--- config.mk ---
export PLATFORM = sky130hd
export DESIGN_NAME = icache_direct
export DESIGN_NICKNAME = d
export VERILOG_FILES = /design/src/rtl/icache_direct.sv
export SDC_FILE = /design/constraint.sdc
export NUM_CORES = 1
export LEC_CHECK = 0
export BUFFER_PORTS_ARGS = -buffer_cell sky130_fd_sc_hd__clkbuf_2
export CAP_MARGIN = 20
export CELL_PAD_IN_SITES_DETAIL_PLACEMENT = 1
export CELL_PAD_IN_SITES_GLOBAL_PLACEMENT = 1
export CORE_MARGIN = 2
export CORE_UTILIZATION = 52
export CTS_CLUSTER_SIZE = 20
export DETAILED_ROUTE_END_ITERATION = 10
export GPL_TIMING_DRIVEN = 0
export PLACE_DENSITY = 0.82
export SLEW_MARGIN = 30
export SYNTH_ARGS = -nofsm -noshare
export SYNTH_HDL_FRONTEND = slang
export SYNTH_SLANG_ARGS = --single-unit
--- constraint.sdc ---
create_clock -name CLK -period 10.1 [get_ports CLK]
set_input_delay 1.01 -clock CLK [delete_from_list [all_inputs] [get_ports CLK]]
set_output_delay 1.01 -clock CLK [all_outputs]
set_load 0.1 [all_outputs]
--- src/rtl/icache_direct.sv ---
// Direct-mapped 16-frame instruction cache, one 32-bit word per frame, single fill port.
// Optional ICACHE_STATS_EN adds free-running hit/miss counters as extra outputs.
module icache_direct (
  input  logic        CLK,
  input  logic        nRST,
  input  logic        imemREN,
  input  logic [31:0] imemaddr,
  output logic        ihit,
  output logic [31:0] imemload,
  input  logic        iflush,
  output logic        iREN,
  output logic [31:0] iaddr,
  input  logic        iwait,
  input  logic [31:0] iload
`ifdef ICACHE_STATS_EN
  ,
  output logic [31:0] hit_count,
  output logic [31:0] miss_count
`endif
);

  localparam int ITAG_W = 26;
  localparam int IIDX_W = 4;
  localparam int WORD_W = 32;
  localparam int FRAMES = 1 << IIDX_W;

  typedef enum logic {IDLE, FETCH} state_t;

  state_t              r_state;
  state_t              w_state_next;
  logic [FRAMES-1:0]   r_valid;
  logic [ITAG_W-1:0]   r_tag  [FRAMES];
  logic [WORD_W-1:0]   r_data [FRAMES];
  logic [WORD_W-1:0]   r_miss_addr;
  logic [WORD_W-1:0]   w_miss_addr_next;
  logic [IIDX_W-1:0]   w_idx;
  logic [IIDX_W-1:0]   w_fill_idx;
  logic [ITAG_W-1:0]   w_tag;
  logic                w_hit;
  logic                w_fill;
  logic                w_unused;

  assign w_idx      = imemaddr[5:2];
  assign w_tag      = imemaddr[31:6];
  assign w_fill_idx = r_miss_addr[5:2];
  assign w_hit      = imemREN && r_valid[w_idx] && (r_tag[w_idx] == w_tag);
  assign imemload   = r_data[w_idx];
  assign w_unused   = &{1'b0, imemaddr[1:0]};

  always_ff @(posedge CLK or negedge nRST) begin
    if (!nRST) begin
      r_state     <= IDLE;
      r_miss_addr <= '0;
    end else begin
      r_state     <= w_state_next;
      r_miss_addr <= w_miss_addr_next;
    end
  end

  always_comb begin
    w_state_next     = r_state;
    w_miss_addr_next = r_miss_addr;
    ihit             = 1'b0;
    iREN             = 1'b0;
    iaddr            = '0;
    w_fill           = 1'b0;
    case (r_state)
      IDLE: begin
        ihit = w_hit;
        if (imemREN && !w_hit) begin
          w_state_next     = FETCH;
          w_miss_addr_next = {imemaddr[31:2], 2'b00};
        end
      end
      FETCH: begin
        iREN  = 1'b1;
        iaddr = r_miss_addr;
        // A flush abandons the outstanding fill so stale data can never become valid.
        if (iflush) begin
          w_state_next = IDLE;
        end else if (!iwait) begin
          w_fill       = 1'b1;
          w_state_next = IDLE;
        end
      end
      default: w_state_next = IDLE;
    endcase
  end

  always_ff @(posedge CLK or negedge nRST) begin
    if (!nRST) begin
      r_valid <= '0;
    end else if (iflush) begin
      r_valid <= '0;
    end else if (w_fill) begin
      r_valid[w_fill_idx] <= 1'b1;
    end
  end

  // Tag/data carry no reset; the valid bits alone decide whether a frame is usable.
  always_ff @(posedge CLK) begin
    if (w_fill) begin
      r_tag[w_fill_idx]  <= r_miss_addr[31:6];
      r_data[w_fill_idx] <= iload;
    end
  end

`ifdef ICACHE_STATS_EN
  always_ff @(posedge CLK or negedge nRST) begin
    if (!nRST) begin
      hit_count  <= '0;
      miss_count <= '0;
    end else begin
      if (ihit) hit_count <= hit_count + 32'd1;
      if (r_state == IDLE && w_state_next == FETCH) miss_count <= miss_count + 32'd1;
    end
  end
`endif

endmodule

After elaboration in Yosys (flattened, before gate mapping) --
Memory sizes are Yosys's and may differ from the RTL's. Cells that the tools add are included.
Word-level totals: register bits after elaboration 47, RAM bits 928, input port bits 69, memories kept 2
Memories:
- r_data | words 16, bits a word 32, read ports 1, clocked after memory_dff 0, wr ports 1, RTL line 33 | logic [WORD_W-1:0] r_data [FRAMES];
- r_tag | words 16, bits a word 26, read ports 1, clocked after memory_dff 0, wr ports 1, RTL line 32 | logic [ITAG_W-1:0] r_tag [FRAMES];
Operators by class: order comparisons 3, equality and inequality tests 1, multiplexer cells 18, bitwise logic cells 2, reductions and logical operators 7
Operators by type and width (number):
- $mux 16 | 2
- $mux 32 | 1
- $eq 26x26->1 | 1
- $or 16x16->16 | 1
- $mux 1 | 12
- $lt 4x5->1 const B | 2
- $bmux 1 s4 | 1
- $demux 1 s4 | 1
- $ge 4x1->1 const B | 1
- $logic_and 1x1->1 | 4
- $pmux 1 s2 | 1
- $reduce_and 2->1 | 1
- $reduce_bool 2->1 | 1
- $logic_not 1->1 | 1
- $not 1->1 | 1

Depth between registers and ports, before layout --
depth after elaboration 8, depth in mapped cells 12, mapped depth without buffers 8

Least setup slack after synthesis --
No wires, ideal clock.
path type input -> register, start point input port iflush, end point memory r_data[0][0], enable pin, library setup time 0.548 ns, arrival 5.692 ns, data required time 9.552 ns, slack 3.861 ns, stages 5, cell sequence clkbuf_1 > nand2b_1 > nor3_1 > nand2b_1 > nor3_1
On the way: longest elaborated chain between the ends 4
Ends and longest elaborated chain:
- start, declared | RTL line 10 | input logic iflush,
- $mux 1 | RTL line 79 | if (iflush) begin
- $mux 1 | RTL line 67 | case (r_state)
- $mux 1 | RTL line 102 | if (w_fill) begin
- $mux 1 (implied by the code) | RTL line 104 | r_data[w_fill_idx] <= iload;
- end, declared | RTL line 33
No other way between the ends.

Final worst setup path --
start point input port imemaddr[3], end point output port imemload[25]
On the way: longest elaborated chain between the ends 1
Ends and longest elaborated chain:
- start, declared | RTL line 7 | input logic [31:0] imemaddr,
- $mem_v2 16x32
- end, declared | RTL line 9 | output logic [31:0] imemload,
No other way between the ends.

==> metrics.md <==
| Metric | Value |
|---|---|
| Setup Fix Bufs, Post-CTS | `0` |
| Clock Skews | `30.83 ps` |
| Share of total power in the clock network | `between 40% and 50%` |
| CP cell instances | `buf_2, buf_2, clkbuf_1, buf_1, clkbuf_1, clkbuf_1, mux4_2, mux4_2, clkbuf_2` |
| Register bit count reported by yosys | `975` |
| Internal cell power | `around 7.0 mW` |
| Final HPWL from detailed placement | `approximately 70000 µm` |
| Kind of capture point of the worst setup path | `output pin` |
| Total CTS buffers | `95` |
| CORE AREA | `71730 µm²` |
| Comb pwr share | `8.5%` |
| Area share of and/or/nand/nor cells after synthesis | `2.166%` |
| DIE WIDTH | `273.7 µm` |
| Worst-case clock buffer depth | `3` |
| Core utilization of the finished layout | `62.53%` |
| Area growth from synthesis to layout | `18.56%` |
| Final WL | `approximately 110000 µm` |
| Rows | `98` |
| Number of levels the H-tree was split into | `3` |
| Net switching component of the power | `2.176 mW` |
| Most used flip-flop cell after synthesis | `edfxtp_1` |
| Unrepaired setup endpoints after global routing | `no` |
| Beginning of the critical path | `imemaddr[3]` |
| Count of flip-flops with a built-in enable after synthesis | `928` |
| Slowest cell delay on critical path | `790 ps` |
| Multiplexer share of the synthesized area | `18.47%` |
| CP required | `approximately 9000 ps` |
| Overall global routing resource usage | `30.18%` |
| Number of max-cap violations | `0` |
| Max Transition Viols Final | `0` |
| Logic depth of the worst register-to-register path | `8` |
| Critical path's most frequent cell | `clkbuf_1` |
| Sequential power share | `50.8%` |
| Top cells by count, synth | `928 x edfxtp_1, 263 x mux4_2, 55 x mux2i_1` |
| Count of input and output buffers | `125` |
| Switching power share of the total | `23.68%` |
| Worst endpoint data arrival time | `5990 ps` |
| Leading area contributor after synthesis | `edfxtp_1` |
| Clock tree from TritonCTS | `built` |
| Clock-pin slew of the registers on the worst-case setup and hold paths | `60 ps` |
| Fraction of layout cells with a size suffix above 1 | `36.21%` |
| Fraction of synthesized cell area taken by the top area cell type | `roughly 74%` |
| Number of antenna violations at the first check in global routing | `4` |
| Capturing instance or port of the critical path | `imemload[25]` |
| Part of the cycle the worst path needs | `69.28%` |
| Final GP Congestion | `about 0.87` |
| Number of gates resized after CTS | `0` |
| Post-detailed-route via-to-cell ratio | `6.593` |
| Wirelength per Cell | `36.61 µm` |
| Post-synthesis compound-gate area fraction | `0.7805%` |
| Yosys warnings | `0` |
| Most frequently used cell type in the post-synthesis netlist | `edfxtp_1` |
| Clk sink count | `just under 1000` |
| Number of unique standard cell types used by synthesis | `53` |
| Synth area leaders | `edfxtp_1 74%, mux4_2 16%, dfrtp_1 3.1%` |
| Clk Tree Root Cell | `clkbuf_16` |
| Seq/Total Area, Yosys | `76.77%` |
| R2R Path End | `r_tag[4][13]` |
| Clk_lat worst skew | `660 ps` |
| Maximum vdd drop | `166.8 µV` |
| Adder-cell share of the synthesized area | `0%` |
| Remaining max-slew budget at the tightest pin | `32.11%` |
| Combinational family with the most area after synthesis | `multiplexers` |
| First-pass DRT Iterations | `7` |
| Count of placed standard cells in the final layout, fillers left out | `roughly 3000` |
| DRC Markers | `0` |
| I/O Pins | `between 100 and 150` |
| Class of the most critical hold timing path | `input port to asynchronous set/reset pin` |
| Leakage power | `14.88 nW` |
| Worst-path maximum fanout | `10` |
| Post-Place Cells | `approximately 2800` |
| Async set-reset flop share out of synthesis | `under 10%` |
| Category of the worst setup path launch point | `input port` |
| Cell type of the slowest stage on the worst timing path | `clkbuf_1` |
| Max frequency | `142.9 MHz` |
| Via count of the first global-routing pass | `~21000` |
| Number of DRC markers in iteration 0 | `between 2000 and 3000` |
| Finish-stage setup viols | `0` |
| Via count of the routed design | `~20000` |
| Die extent in y | `273.7 µm` |
| Global route total overflow | `0` |
| Type of the worst setup path | `input port to output pin` |
| Power density of the placed cells | `204.9 nW/µm²` |
| Slew of the pin with the lowest slew margin | `1018 ps` |
| Count of nets after finishing | `slightly above 2000` |
| Clock period minus worst slack | `6998 ps` |
| Remaining antenna violation count after routing | `0` |
| Post-Syn Instances | `1647` |
| Outcome | `finished, final reports clean` |
| Hold Buf Count CTS | `0` |
| Startpoint of the most critical register-to-register path | `r_state` |
| Initial standard-cell utilization of the core | `52.74%` |
| Post-synth design cell area | `37830 µm²` |
| Die Outline Area | `~75000 µm²` |
| Post-Syn Area per Cell | `22.97 µm²` |
| Global-route wire length before repair | `between 150000 and 200000 µm` |
| Pin count of the biggest net entering global routing | `32` |
| Post-synthesis share of cell area spent on xor and xnor gates | `0.5788%` |
| Hold Violations, Final | `0` |
| Setup slack of the most critical reg-to-reg path | `roughly 6700 ps` |
[power groups by stage]
stage	Combinational [mW]	Sequential (mW)	Clock [mW]
floorplan	0.518	4.71	0
global placement	0.713	4.74	0
CTS	0.779	4.67	3.77
global route	0.804	4.68	3.91
detailed placement	0.771	4.75	0
finish	0.780	4.67	3.74
[layout by cell type (no fill, tap or decap), drive strengths merged, types with 16 or more instances in the layout]
master | Yosys | layout
xnor2 | 25 | 25
clkinv | 0 | 33
nor2 | 52 | 52
dfrtp | 47 | 47
bufinv | 0 | 16
mux2 | 39 | 39
edfxtp | 928 | 928
nand2 | 17 | 17
buf | 52 | 153
and2 | 32 | 32
mux2i | 55 | 55
mux4 | 263 | 263
clkbuf | 33 | 281
[worst max-delay path, delay by kind of cell]
family | cells | cell delay, ps
mux | 2 | 970
buf+inv | 7 | 3970
[flip-flops by register name (all words and copies together), names as in the netlist]
name and count:
r_valid 16, r_data 512, r_state 1, r_tag 416
r_miss_addr 30
[routing by layer]
metal  GRT usage (%)  up-vias  wire (µm)
met5               0        -         24
li1                -     7626          -
met1           40.05    10540      40150
met3           5.333      288      10070
met2           49.49     1330      54900
met4           13.39        4       4732
[worst min-delay path by stage]
stage                                 end         from  slack [ps]
after floorplan               r_valid[12]  r_valid[12]         460
after global placement         r_valid[7]   r_valid[7]         470
after detailed placement       r_valid[3]   r_valid[3]         500
after CTS                 r_miss_addr[31]         nRST         290
after global routing      r_miss_addr[31]         nRST         300
final                     r_miss_addr[31]         nRST         310
[kinds of logic after synthesis]
group,Yosys count
mux,357
flops,975
simple gates,159
buf+inv,90
xor+xnor,25
compound gates,40
other cells,1
[layout make-up]
| cell class | instances | area [µm²] |
|---|---|---|
| Clock buffer | 122 | 2601 |
| Sequential cell | 975 | 29040 |
| Tap cell | 950 | 1189 |
| Buffer | 85 | 459.2 |
| Clock inverter | 52 | 679.4 |
| Fill cell | 5786 | 26880 |
| Multi-Input combinational cell | 583 | 8439 |
| Inverter | 5 | 18.77 |
| Antenna cell | 2 | 5.005 |
| Timing Repair Buffer | 227 | 2420 |
[stage by stage]
| step | setup slack (ps) | TNS [ps] | area (µm²) | total power [mW] | hold slack [ps] |
|---|---|---|---|---|---|
| floorplan | 3861 | 0 | 37840 | 5.225 | 460.8 |
| global placement | -1921 | -397490 | 39650 | 5.450 | 472.1 |
| detailed placement | 3137 | 0 | 41560 | 5.522 | 498.2 |
| CTS | 3077 | 0 | 44840 | 9.216 | 285.8 |
| global route | 3025 | 0 | 44850 | 9.390 | 300.9 |
| finish | 3102 | 0 | 44850 | 9.192 | 310.3 |
Note: power is estimated with default switching activity, not from simulation.
